[config.mk]
export PLATFORM = sky130hd
export DESIGN_NAME = vga_scroll_pattern_gen
export DESIGN_NICKNAME = d
export VERILOG_FILES = /design/src/rtl/vga_pattern_pkg.sv /design/src/rtl/vga_timing_gen.sv /design/src/rtl/vga_scroll_pattern_gen.sv
export SDC_FILE = /design/constraint.sdc
export NUM_CORES = 1
export LEC_CHECK = 0
export ABC_AREA = 1
export BUFFER_PORTS_ARGS = -buffer_cell sky130_fd_sc_hd__buf_2
export CORE_ASPECT_RATIO = 0.5
export CORE_MARGIN = 2
export CORE_UTILIZATION = 55
export DETAILED_ROUTE_END_ITERATION = 8
export PLACE_DENSITY = 0.73
export SLEW_MARGIN = 30
export SYNTH_ARGS = -nofsm -noshare
export SYNTH_HDL_FRONTEND = slang
export SYNTH_HIERARCHICAL = 1
export SYNTH_SLANG_ARGS = --single-unit
[constraint.sdc]
create_clock -name clk -period 3.3 [get_ports clk]
set_input_delay 0.495 -clock clk [delete_from_list [all_inputs] [get_ports clk]]
set_output_delay 0.495 -clock clk [all_outputs]
set_load 0.005 [all_outputs]
[src/rtl/vga_pattern_pkg.sv]
// ---------------------------------------------------------------------------
// vga_pattern_pkg
//   Shared definitions for the VGA scrolling test-pattern engine:
//   - pattern mode encodings (mode_e)
//   - default 640x480@60 timing constants
//   - rgb222_t colour struct (2 bits per channel)
//   - dim_rgb(): halves each channel (used by the optional scanline effect)
// ---------------------------------------------------------------------------
package vga_pattern_pkg;

  typedef enum logic [1:0] {
    MODE_STRIPES = 2'd0,
    MODE_CHECKER = 2'd1,
    MODE_DIAG    = 2'd2,
    MODE_SOLID   = 2'd3
  } mode_e;

  localparam int DEF_H_ACTIVE = 640;
  localparam int DEF_H_FP     = 16;
  localparam int DEF_H_SYNC   = 96;
  localparam int DEF_H_BP     = 48;
  localparam int DEF_V_ACTIVE = 480;
  localparam int DEF_V_FP     = 10;
  localparam int DEF_V_SYNC   = 2;
  localparam int DEF_V_BP     = 33;

  typedef struct packed {
    logic [1:0] r;
    logic [1:0] g;
    logic [1:0] b;
  } rgb222_t;

  function automatic rgb222_t dim_rgb(input rgb222_t c);
    rgb222_t d;
    d.r = c.r >> 1;
    d.g = c.g >> 1;
    d.b = c.b >> 1;
    return d;
  endfunction

endpackage

[src/rtl/vga_timing_gen.sv]
// ---------------------------------------------------------------------------
// vga_timing_gen
//   Free-running raster counters and unregistered sync/active decode.
//   Ports:
//     clk, rst_n            pixel clock, synchronous active-low reset
//     hpos, vpos            current pixel position
//     hsync, vsync          sync level for the current position (SYNC_POL = active)
//     active                current position is inside the visible area
//     frame_tick            one-cycle pulse on the last pixel of the frame
// ---------------------------------------------------------------------------
module vga_timing_gen
  import vga_pattern_pkg::*;
#(
  parameter int H_ACTIVE = DEF_H_ACTIVE,
  parameter int H_FP     = DEF_H_FP,
  parameter int H_SYNC   = DEF_H_SYNC,
  parameter int H_BP     = DEF_H_BP,
  parameter int V_ACTIVE = DEF_V_ACTIVE,
  parameter int V_FP     = DEF_V_FP,
  parameter int V_SYNC   = DEF_V_SYNC,
  parameter int V_BP     = DEF_V_BP,
  parameter bit SYNC_POL = 1'b0,
  localparam int H_TOTAL = H_ACTIVE + H_FP + H_SYNC + H_BP,
  localparam int V_TOTAL = V_ACTIVE + V_FP + V_SYNC + V_BP,
  localparam int HW      = $clog2(H_TOTAL),
  localparam int VW      = $clog2(V_TOTAL)
) (
  input  logic          clk,
  input  logic          rst_n,
  output logic [HW-1:0] hpos,
  output logic [VW-1:0] vpos,
  output logic          hsync,
  output logic          vsync,
  output logic          active,
  output logic          frame_tick
);

  localparam logic [HW-1:0] H_LAST   = HW'(H_TOTAL - 1);
  localparam logic [VW-1:0] V_LAST   = VW'(V_TOTAL - 1);
  localparam logic [HW-1:0] HS_START = HW'(H_ACTIVE + H_FP);
  localparam logic [HW-1:0] HS_END   = HW'(H_ACTIVE + H_FP + H_SYNC - 1);
  localparam logic [VW-1:0] VS_START = VW'(V_ACTIVE + V_FP);
  localparam logic [VW-1:0] VS_END   = VW'(V_ACTIVE + V_FP + V_SYNC - 1);
  localparam logic [HW-1:0] H_VIS    = HW'(H_ACTIVE);
  localparam logic [VW-1:0] V_VIS    = VW'(V_ACTIVE);

  always_ff @(posedge clk) begin
    if (!rst_n) begin
      hpos <= '0;
      vpos <= '0;
    end else if (hpos == H_LAST) begin
      hpos <= '0;
      vpos <= (vpos == V_LAST) ? '0 : vpos + 1'b1;
    end else begin
      hpos <= hpos + 1'b1;
    end
  end

  assign hsync      = (hpos >= HS_START && hpos <= HS_END) ? SYNC_POL : ~SYNC_POL;
  assign vsync      = (vpos >= VS_START && vpos <= VS_END) ? SYNC_POL : ~SYNC_POL;
  assign active     = (hpos < H_VIS) && (vpos < V_VIS);
  assign frame_tick = (hpos == H_LAST) && (vpos == V_LAST);

endmodule

[src/rtl/vga_scroll_pattern_gen.sv]
// ---------------------------------------------------------------------------
// vga_scroll_pattern_gen
//   Scrolling VGA test-pattern engine (2 bits per colour channel).
//   Ports:
//     clk, rst_n            pixel clock, synchronous active-low reset
//     mode[1:0]             0 stripes, 1 checker, 2 diagonal, 3 solid-cycle
//     speed[2:0]            scroll step per frame in pixels
//     dir_x, dir_y          0 = offset increments, 1 = offset decrements
//     freeze                hold both offsets (frame counter keeps running)
//     hsync, vsync, de      registered sync / display enable
//     r, g, b               registered colour, zero during blanking
//     frame_cnt             frames completed since reset (wraps)
//   Build option:
//     VGA_SCANLINE_EN       when defined, odd lines show each channel halved
//   Controls are captured into shadow registers on the last pixel of each
//   frame so a frame is always drawn with one consistent setting.
// ---------------------------------------------------------------------------
module vga_scroll_pattern_gen
  import vga_pattern_pkg::*;
#(
  parameter int H_ACTIVE = DEF_H_ACTIVE,
  parameter int H_FP     = DEF_H_FP,
  parameter int H_SYNC   = DEF_H_SYNC,
  parameter int H_BP     = DEF_H_BP,
  parameter int V_ACTIVE = DEF_V_ACTIVE,
  parameter int V_FP     = DEF_V_FP,
  parameter int V_SYNC   = DEF_V_SYNC,
  parameter int V_BP     = DEF_V_BP,
  parameter bit SYNC_POL = 1'b0,
  parameter int OFFSET_W = 10,
  parameter int FRAME_W  = 8
) (
  input  logic               clk,
  input  logic               rst_n,
  input  logic [1:0]         mode,
  input  logic [2:0]         speed,
  input  logic               dir_x,
  input  logic               dir_y,
  input  logic               freeze,
  output logic               hsync,
  output logic               vsync,
  output logic [1:0]         r,
  output logic [1:0]         g,
  output logic [1:0]         b,
  output logic               de,
  output logic [FRAME_W-1:0] frame_cnt
);

  localparam int H_TOTAL = H_ACTIVE + H_FP + H_SYNC + H_BP;
  localparam int V_TOTAL = V_ACTIVE + V_FP + V_SYNC + V_BP;
  localparam int HW      = $clog2(H_TOTAL);
  localparam int VW      = $clog2(V_TOTAL);

  logic [HW-1:0] hpos;
  logic [VW-1:0] vpos;
  logic          hsync_c;
  logic          vsync_c;
  logic          active;
  logic          frame_tick;

  vga_timing_gen #(
    .H_ACTIVE (H_ACTIVE),
    .H_FP     (H_FP),
    .H_SYNC   (H_SYNC),
    .H_BP     (H_BP),
    .V_ACTIVE (V_ACTIVE),
    .V_FP     (V_FP),
    .V_SYNC   (V_SYNC),
    .V_BP     (V_BP),
    .SYNC_POL (SYNC_POL)
  ) u_timing (
    .clk        (clk),
    .rst_n      (rst_n),
    .hpos       (hpos),
    .vpos       (vpos),
    .hsync      (hsync_c),
    .vsync      (vsync_c),
    .active     (active),
    .frame_tick (frame_tick)
  );

  mode_e               sh_mode;
  logic [2:0]          sh_speed;
  logic                sh_dir_x;
  logic                sh_dir_y;
  logic                sh_freeze;
  logic [OFFSET_W-1:0] offset_x;
  logic [OFFSET_W-1:0] offset_y;
  logic [OFFSET_W-1:0] speed_ext;

  assign speed_ext = OFFSET_W'(sh_speed);

  // Offsets advance with the settings of the frame that just finished; the
  // new inputs are captured at the same tick and take effect one frame later.
  always_ff @(posedge clk) begin
    if (!rst_n) begin
      sh_mode   <= MODE_STRIPES;
      sh_speed  <= '0;
      sh_dir_x  <= 1'b0;
      sh_dir_y  <= 1'b0;
      sh_freeze <= 1'b0;
      offset_x  <= '0;
      offset_y  <= '0;
      frame_cnt <= '0;
    end else if (frame_tick) begin
      frame_cnt <= frame_cnt + 1'b1;
      if (!sh_freeze) begin
        offset_x <= sh_dir_x ? offset_x - speed_ext : offset_x + speed_ext;
        offset_y <= sh_dir_y ? offset_y - speed_ext : offset_y + speed_ext;
      end
      sh_mode   <= mode_e'(mode);
      sh_speed  <= speed;
      sh_dir_x  <= dir_x;
      sh_dir_y  <= dir_y;
      sh_freeze <= freeze;
    end
  end

  logic [OFFSET_W-1:0] mx;
  logic [OFFSET_W-1:0] my;
  logic [OFFSET_W-1:0] s;
  logic                chk;
  logic                unused_s;
  rgb222_t             pix;

  assign mx       = OFFSET_W'(hpos) + offset_x;
  assign my       = OFFSET_W'(vpos) + offset_y;
  assign s        = mx + my;
  assign chk      = mx[5] ^ my[5];
  assign unused_s = ^s;

  always_comb begin
    pix = '0;
    case (sh_mode)
      MODE_STRIPES: begin
        pix.r = {mx[5], my[2]};
        pix.g = {mx[6], my[2]};
        pix.b = {mx[7], my[5]};
      end
      MODE_CHECKER: pix = rgb222_t'({6{chk}});
      MODE_DIAG: begin
        pix.r = s[6:5];
        pix.g = s[7:6];
        pix.b = s[8:7];
      end
      MODE_SOLID:   pix = rgb222_t'(frame_cnt[7:2]);
      default:      pix = '0;
    endcase
    if (!active) begin
      pix = '0;
    end
`ifdef VGA_SCANLINE_EN
    if (vpos[0]) begin
      pix = dim_rgb(pix);
    end
`else
`endif
  end

  // One register stage for every output keeps sync, enable and colour aligned.
  always_ff @(posedge clk) begin
    if (!rst_n) begin
      hsync <= ~SYNC_POL;
      vsync <= ~SYNC_POL;
      de    <= 1'b0;
      r     <= '0;
      g     <= '0;
      b     <= '0;
    end else begin
      hsync <= hsync_c;
      vsync <= vsync_c;
      de    <= active;
      r     <= pix.r;
      g     <= pix.g;
      b     <= pix.b;
    end
  end

endmodule
==> results of run 1 <==
==> cell families (layout without fill, tap and decap cells) <==
logic type	after synthesis	after routing	synth area share, %
simple gates	295	295	30.13
compound gates	121	121	14.04
buf+inv	108	144	9.007
flops	63	63	27.27
fa+ha+maj	51	51	14.44
xor+xnor	27	27	5.112
==> metrics by stage <==
step | utilization (%) | hold WS (ps) | instance area (um^2) | instances
detailed placement | 60.34 | 474.5 | 4880 | 798
global route | 64.44 | 372.7 | 5211 | 813
CTS | 64.44 | 371.5 | 5211 | 813
finish | 64.44 | 376.7 | 5211 | 813
global placement | 60.34 | 458.0 | 4880 | 798
floorplan | - | 444.4 | 4626 | 665
==> sequential cells by signal, indices dropped and copies added, names as in the netlist <==
signal	count
vsync	1
sh_speed	3
sh_mode	2
offset_x	9
hsync	1
frame_cnt	8
u_timing/hpos	10
b	2
r	2
sh_freeze	1
sh_dir_y	1
sh_dir_x	1
g	2
de	1
u_timing/vpos	10
offset_y	9
==> path summary, 6_finish.rpt <==
check / cells past startpoint / endpoint / slack, ps
worst min-delay path: 3 / sh_freeze$_SDFFE_PN0P_ / 380
worst max register to register: 15 / b[1]$_SDFF_PN0_ / 400
worst min register to register: 1 / u_timing/hpos[0]$_SDFF_PP0_ / 490
worst max-delay path: 15 / b[1]$_SDFF_PN0_ / 400
==> synth_stat cells (all sizes together), types with 2 or more instances <==
cell type and instances:
nand2 139, a21oi 56, o211ai 6, nor2 88
clkbuf 5, nor4 2, ha 47, o21ai 49
or2 2, inv 100, buf 3, xor2 17
nand3 37, o21bai 2, fa 4, nand4 18
a21o 2, nor3 7, xnor2 10, dfxtp 63
==> routing by layer <==
| metal | routed length [um] | track usage [%] | vias up |
|---|---|---|---|
| li1 | - | - | 2237 |
| met1 | 5812 | 36.94 | 1967 |
| met2 | 4492 | 41.69 | 94 |
| met3 | 639 | 5.702 | 11 |
| met4 | 99 | 6.915 | 0 |
| met5 | 0 | 0 | - |
==> area by class of cell <==
cell class | instances | share of cell area (%)
Tap cell | 112 | 2.689
Multi-Input combinational cell | 494 | 56.57
Inverter | 100 | 7.251
Sequential cell | 63 | 24.20
Timing Repair Buffer | 29 | 2.929
Clock buffer | 12 | 5.114
Clock inverter | 3 | 1.248
==> power groups by stage <==
stage / Sequential, mW / Clock (mW) / Combinational (mW)
final: 0.770 / 1.06 / 0.0410
after global routing: 0.770 / 1.10 / 0.0474
after CTS: 0.770 / 1.07 / 0.0411
after detailed placement: 0.786 / 0 / 0.0407
after global placement: 0.785 / 0 / 0.0400
after floorplan: 0.785 / 0 / 0.0252
==> worst max-delay path, delay by kind of cell (launching register included) <==
| family | cells | cell delay [ps] |
|---|---|---|
| fa+ha+maj | 3 | 1070 |
| compound gates | 4 | 640 |
| simple gates | 7 | 590 |
| flops | 1 | 350 |
| xor+xnor | 1 | 170 |
==> summary by stage, run 1 <==
Power
The analysis attributes to net switching a power of between 0.3 and 0.4 mW. Of the total power, the share spent switching nets is between 10% and 20%. The maximum ir drop on the vdd rail is ~0.25 mV. Summed over all cells, the static leakage comes to ~2.7 nW.

The internal portion of the total power is about 1.5 mW. The power share of the sequential group is roughly two fifths. In this run, the combinational gates consume 2.2% of the power.

The total power per unit cell area is 358.6 mW/mm^2. The overall power after layout is between 1.5 and 2 mW. The clock network power share is a little under three fifths.

Timing
The maximum clock rate is around 0.35 GHz. Adding up every negative setup slack in the final design gives 0 ps. Setup violations remaining at the end of the flow were counted as 0.

Setup repair after global routing left no endpoint under its margin. At the pin with the least slew margin, the transition time is around 650 ps. The number of hold violations in the final report was 0. The clock period could shrink to between 2000 and 3000 ps. The headroom to the max-slew limit is between 50 and 60%. Setup slack on the critical path of the routed design comes to 401.8 ps.

The worst-case clock skew is between 4 and 5 ps. The number of pins exceeding their max-slew limit in the final report is 0. In the finished design, the share of the clock period the worst path needs comes to 87.82%.

Flow run
The number of max-capacitance violations reported is 0.

Placed design
OpenSTA, run right after detailed placement, puts the worst setup slack at around 450 ps. Detailed placement finished with a half-perimeter wire length of roughly 8.5 mm. The count of buffers inserted at the top-level ports is 26. The congestion estimate from routability-driven global placement came to 0.9561.

Floorplan
The floorplan has 23 rows. The boundary pin count is 27. The starting density of the core is 57.20%. The full die area is 0.009204 mm^2. The total area inside the core boundary comes to 0.008087 mm^2.

The die is around 130 um wide. The height of the die is ~69 um.

Synth
The number of warnings reported in the yosys synthesis log is 6. When the netlist entered floorplanning its net count stood at 726. For this run, the register share of the synthesized area comes to a little over a quarter. In this run, distinct cell masters in the synthesized netlist total 42.

The share of synthesized flip-flops with an asynchronous set or reset is 0%. By area the synthesized netlist is led by dfxtp_1 27%, ha_1 13%, nand2_1 9.7%. The number of enable-type register cells in the synthesized netlist is 0.

The area of the mapped netlist is 0.004626 mm^2. Counting every instance in the synthesized netlist gives ~670. Counting flops and latches in the post-synthesis netlist gives between 60 and 70. A synthesized cell averages roughly 7.0 um^2. The most area-hungry cell type in the Yosys netlist is dfxtp_1.

The dominant synthesized flop cell is dfxtp_1. The synthesized design devotes to its leading area cell type 27.27% of total area.

Clock tree
In this run, post-CTS hold repair placed 0 buffers. The number of gates given a new drive strength after cts is 0. The root buffer cell is clkbuf_16. Clock tree synthesis inserted a total of 9 buffers. The later pin in the worst-skew pair is clocked with a latency of ~340 ps. The setup fix buffers added after clock tree synthesis is 0.

After clock tree synthesis, the clock-pin slew on the worst setup and hold paths is 50 ps. The maximum buffer depth of the clock tree is 2. TritonCTS built the clock tree.

The clock drives 63 sinks. The H-tree depth reported by CTS is 3.

Critical path
The largest individual stage delay along the critical path comes from the cell fa_1. The critical path starts at u_timing/hpos[0]$_SDFF_PP0_. The delay of the slowest cell on the worst path is about 420 ps. STA classifies the critical path startpoint as a flop.

The critical path is of the flop to flop type. The cell type with the highest occurrence count on the critical path is nand2_1. Traced cell by cell, the critical path runs through ha_1 -> fa_1 -> nand3_1 -> nand2_1 -> a21oi_1 -> o21ai_0 -> xor2_1 -> ha_1 -> nand2_1 -> nor2_1 -> a211oi_1 -> nand2_1 -> nand2_1 -> nand3_1 -> a21oi_1.

The worst endpoint required time is about 3600 ps. The endpoint kind of the worst setup timing path is a flop. Along the worst path, the maximum fanout reaches 5. For the worst setup path, the data arrival time is about 3200 ps. The worst register-to-register path begins at u_timing/hpos[0]$_SDFF_PP0_.

Cells and area
The area growth from synthesis to layout is 12.66%. The filler cell count in the final layout is about 740. The diode insertion count for antenna repair is 0.

Leaving out fill and tap cells, the most frequent cells in the layout are 120 x nand2_1, 96 x inv_1, 83 x nor2_1. The fraction of layout cells with a size suffix above 1 is 11.84%. The combined area of the multi-input logic cells is around 0.003 mm^2.

Leaving out fill and tap cells, the most frequent cell in the layout is nand2_1. The number of nets in the layout is ~760. The area taken by flip-flops and latches is between 0.001 and 0.0015 mm^2.

Worst hold path
The min-delay analysis places its worst path in the category input pin to flop. The startpoint identified for the worst hold timing path is freeze.

Route
The detailed router placed approximately 4300 vias in this run. The final routed wire length divided by cell count is 13.58 um. For this run, the detailed router's first-pass iteration total came to 5. The remaining antenna violation count after routing is 0. In the routed design, unresolved DRC markers number 0. Using the TritonRoute via totals, the vias-per-cell ratio works out to about 5.3. The routed design has ~11 mm of wire. The DRC marker count from the first detailed-route iteration is approximately 330.

Run status
The run finished with clean final reports.

Global routing
The wire length of the first global-routing pass is between 15 and 20 mm. For this run, the total global-route usage over all layers was measured as 26.36%. Global routing finished with a remaining overflow of 0. The number of antenna violations at the first check in global routing is 0.

The number of global-route vias before repair is about 3900. The maximum number of pins on one net before global-route repair is 27.
No activity file was read; power rests on OpenSTA's default activity.
==> inputs of run 2 (changes only) <==
--- a/config.mk
+++ b/config.mk
@@ -9,9 +9,10 @@
 export BUFFER_PORTS_ARGS = -buffer_cell sky130_fd_sc_hd__buf_2
 export CORE_ASPECT_RATIO = 0.5
 export CORE_MARGIN = 2
-export CORE_UTILIZATION = 55
+export CORE_UTILIZATION = 56
+export CTS_CLUSTER_DIAMETER = 60
 export DETAILED_ROUTE_END_ITERATION = 8
-export PLACE_DENSITY = 0.73
+export PLACE_DENSITY = 0.74
 export SLEW_MARGIN = 30
 export SYNTH_ARGS = -nofsm -noshare
 export SYNTH_HDL_FRONTEND = slang
==> summary by stage, run 2 (synthesis results as in run 1) <==
Route
The number of remaining DRC errors came to 0 (unchanged). The total wire length after detailed routing is 10.84 mm (-1.8%). The detailed-router iteration count before antenna repair is 5 (unchanged). The DRC marker count from the first detailed-route iteration was 312 (-4.0%). The final routed wire length divided by cell count is 13.32 um (-1.9%). The total via count after detailed routing is 4266 (-1.0%). The detail-routed via count per cell is 5.241 (-1.1%). The remaining antenna violation count after routing came to 0 (unchanged).

Timing
The total setup violations reported at the end of the flow is 0 (unchanged). The number of hold violations in the final report came to 0 (unchanged). The total negative slack for setup checks is 0 ps (unchanged). The transition time at the pin with the least slew margin is 625.1 ps (-24.54 ps).

The post-route minimum period is 2843 ps (-55.05 ps). The number of pins exceeding their max-slew limit in the final report is 0 (unchanged). The headroom to the max-slew limit is 58.28% (+1.6 points). The worst-case clock skew is 7.559 ps (+3.193 ps). The maximum clock rate is 0.3517 GHz (+1.9%). The final cycle utilization of the critical path is 86.16% (-1.7 points). Setup repair after global routing left no endpoint under its margin.

Clock tree
The clock buffer count from CTS is 9 (unchanged). TritonCTS built the clock tree. The number of gates given a new drive strength after cts came to 0 (unchanged).

The tree is rooted in a clkbuf_16. The hold-fix buffer count after cts came to 0 (unchanged). The source-to-sink clock delay at the later pin of the worst-skew pair came to 340 ps (about the same). The sink count of the clock tree came to 63 (unchanged). The H-tree depth reported by CTS is 3 (unchanged). The setup fix buffers added after clock tree synthesis is 0 (unchanged). The maximum buffer depth of the clock tree was 2 (unchanged). The clock slew seen by the registers of the worst setup and hold paths is 50 ps (about the same).

Critical path
The biggest fanout along the worst timing path is 5 (unchanged). The setup path with the least slack is of type flop to flop. The endpoint kind of the worst setup timing path is a flop. The worst endpoint required time is 3570 ps (about the same). The depth of the worst register-to-register path is 15 (unchanged).

The type of origin of the critical path is a flop. The signal arrival time at the worst endpoint was 3110 ps (-60 ps).

Flow run
The number of max-capacitance violations reported came to 0 (unchanged).

Placed design
The count of buffers inserted at the top-level ports is 26 (unchanged). The half-perimeter wire length after detailed placement came to 8.337 mm (-1.7%). The final weighted congestion in routability-driven placement came to 0.9344 (-2.3%).

Cells and area
The largest registers in the layout are u_timing/hpos: 10 flops, u_timing/vpos: 10 flops. The filler cell count in the final layout was 753 (+2.2%). The area growth from synthesis to layout is 11.98%. The area taken by flip-flops and latches is 0.001261 mm^2 (unchanged). The most common cell after layout, fill and taps aside is nand2_1. The diode insertion count for antenna repair is 0 (unchanged). The number of nets in the layout is 758 (unchanged).

The end-of-flow core utilization came to 64.75% (+0.30 points). The fraction of layout cells with a size suffix above 1 is 11.82% (-0.017 points). The combined area of the multi-input logic cells came to 0.002948 mm^2 (unchanged).

The library cells used most frequently in the layout, excluding fill and tap cells, are 120 x nand2_1, 96 x inv_1, 83 x nor2_1.

Power
The maximum ir drop on the vdd rail is 0.2674 mV (+8.9%). The total power per unit cell area came to 341.8 mW/mm^2 (-4.7%). The leakage power figure came to 2.635 nW (-1.0%).

Global routing
The number of global-route vias before repair is 3822 (-0.80%). The wire length of the first global-routing pass is 18.12 mm (-2.1%). The overall global routing resource usage is 26.01% (-0.36 points). The number of antenna violations at the first check in global routing is 0 (unchanged). The aggregate global routing overflow is 0 (unchanged).

The maximum number of pins on one net before global-route repair is 26 (-3.7%).

Worst hold path
The instance count along the most critical hold path was 3 (unchanged). The class of the most critical hold timing path is input pin to flop.

Floorplan
The full die area came to 0.009047 mm^2 (-1.7%). The height of the die is 68.27 um (-0.84%). The starting density of the core is 57.82% (+0.62 points). The boundary pin count is 27 (unchanged). The x dimension of the die is 132.5 um (-0.87%). The number of rows created at floorplan is 23 (unchanged).

The core area was 0.008000 mm^2 (-1.1%).

Run status
The run finished with clean final reports.
[run 2: stage by stage]
stage	setup WS [ps]	hold slack, ps	instance area, um^2	total power, mW	cells
after global placement	566.0	459.8	4880	0.8252	798
after CTS	471.7	369.2	5180	1.779	814
after detailed placement	485.1	471.0	4880	0.8258	798
after floorplan	714.5	444.4	4626	0.8100	665
after global routing	135.5	408.7	5180	1.822	814
final	456.9	376.0	5180	1.771	814
[run 2: layer usage]
metal / up-vias / part of all wire, % / GRT usage [%]
met5: - / 0 / 0
met4: 0 / 0.91 / 5.511
met3: 9 / 7.0 / 8.444
met2: 113 / 39 / 40.22
met1: 1902 / 53 / 35.70
li1: 2242 / - / -
[run 2: path summary, 6_finish.rpt]
kind / start / endpoint / slack [ps]
worst max register to register: u_timing/hpos[0]$_SDFF_PP0_ / b[1]$_SDFF_PN0_ / 460
worst max-delay path: u_timing/hpos[0]$_SDFF_PP0_ / b[1]$_SDFF_PN0_ / 460
worst min-delay path: freeze / sh_freeze$_SDFFE_PN0P_ / 380
worst min register to register: u_timing/hpos[0]$_SDFF_PP0_ / u_timing/hpos[0]$_SDFF_PP0_ / 490
[run 2: where the power goes]
group	internal [mW]	total, mW	switching [mW]
clock network	0.603	0.960	0.357
logic	0.0142	0.0411	0.0269
registers	0.765	0.769	0.00471
total	1.38	1.77	0.389
[run 2: cell type report]
cell class	instances	share of cell area, %
multi-input combinational	494	56.91
sequential	63	24.35
inverter	100	7.295
clock buffer	11	4.686
timing repair buffer	29	2.947
tap	112	2.705
clock inverter	5	1.111
[run 2: critical path: stages (launching register included)]
cell and delay [ps]:
dfxtp_1 340, ha_1 260, fa_1 410, nand3_1 100, nand2_1 110, a21oi_1 140
o21ai_0 110, xor2_1 170, ha_1 380, nand2_1 110, nor2_1 50, a211oi_1 240
nand2_1 90, nand2_1 60, nand3_1 70, a21oi_1 120
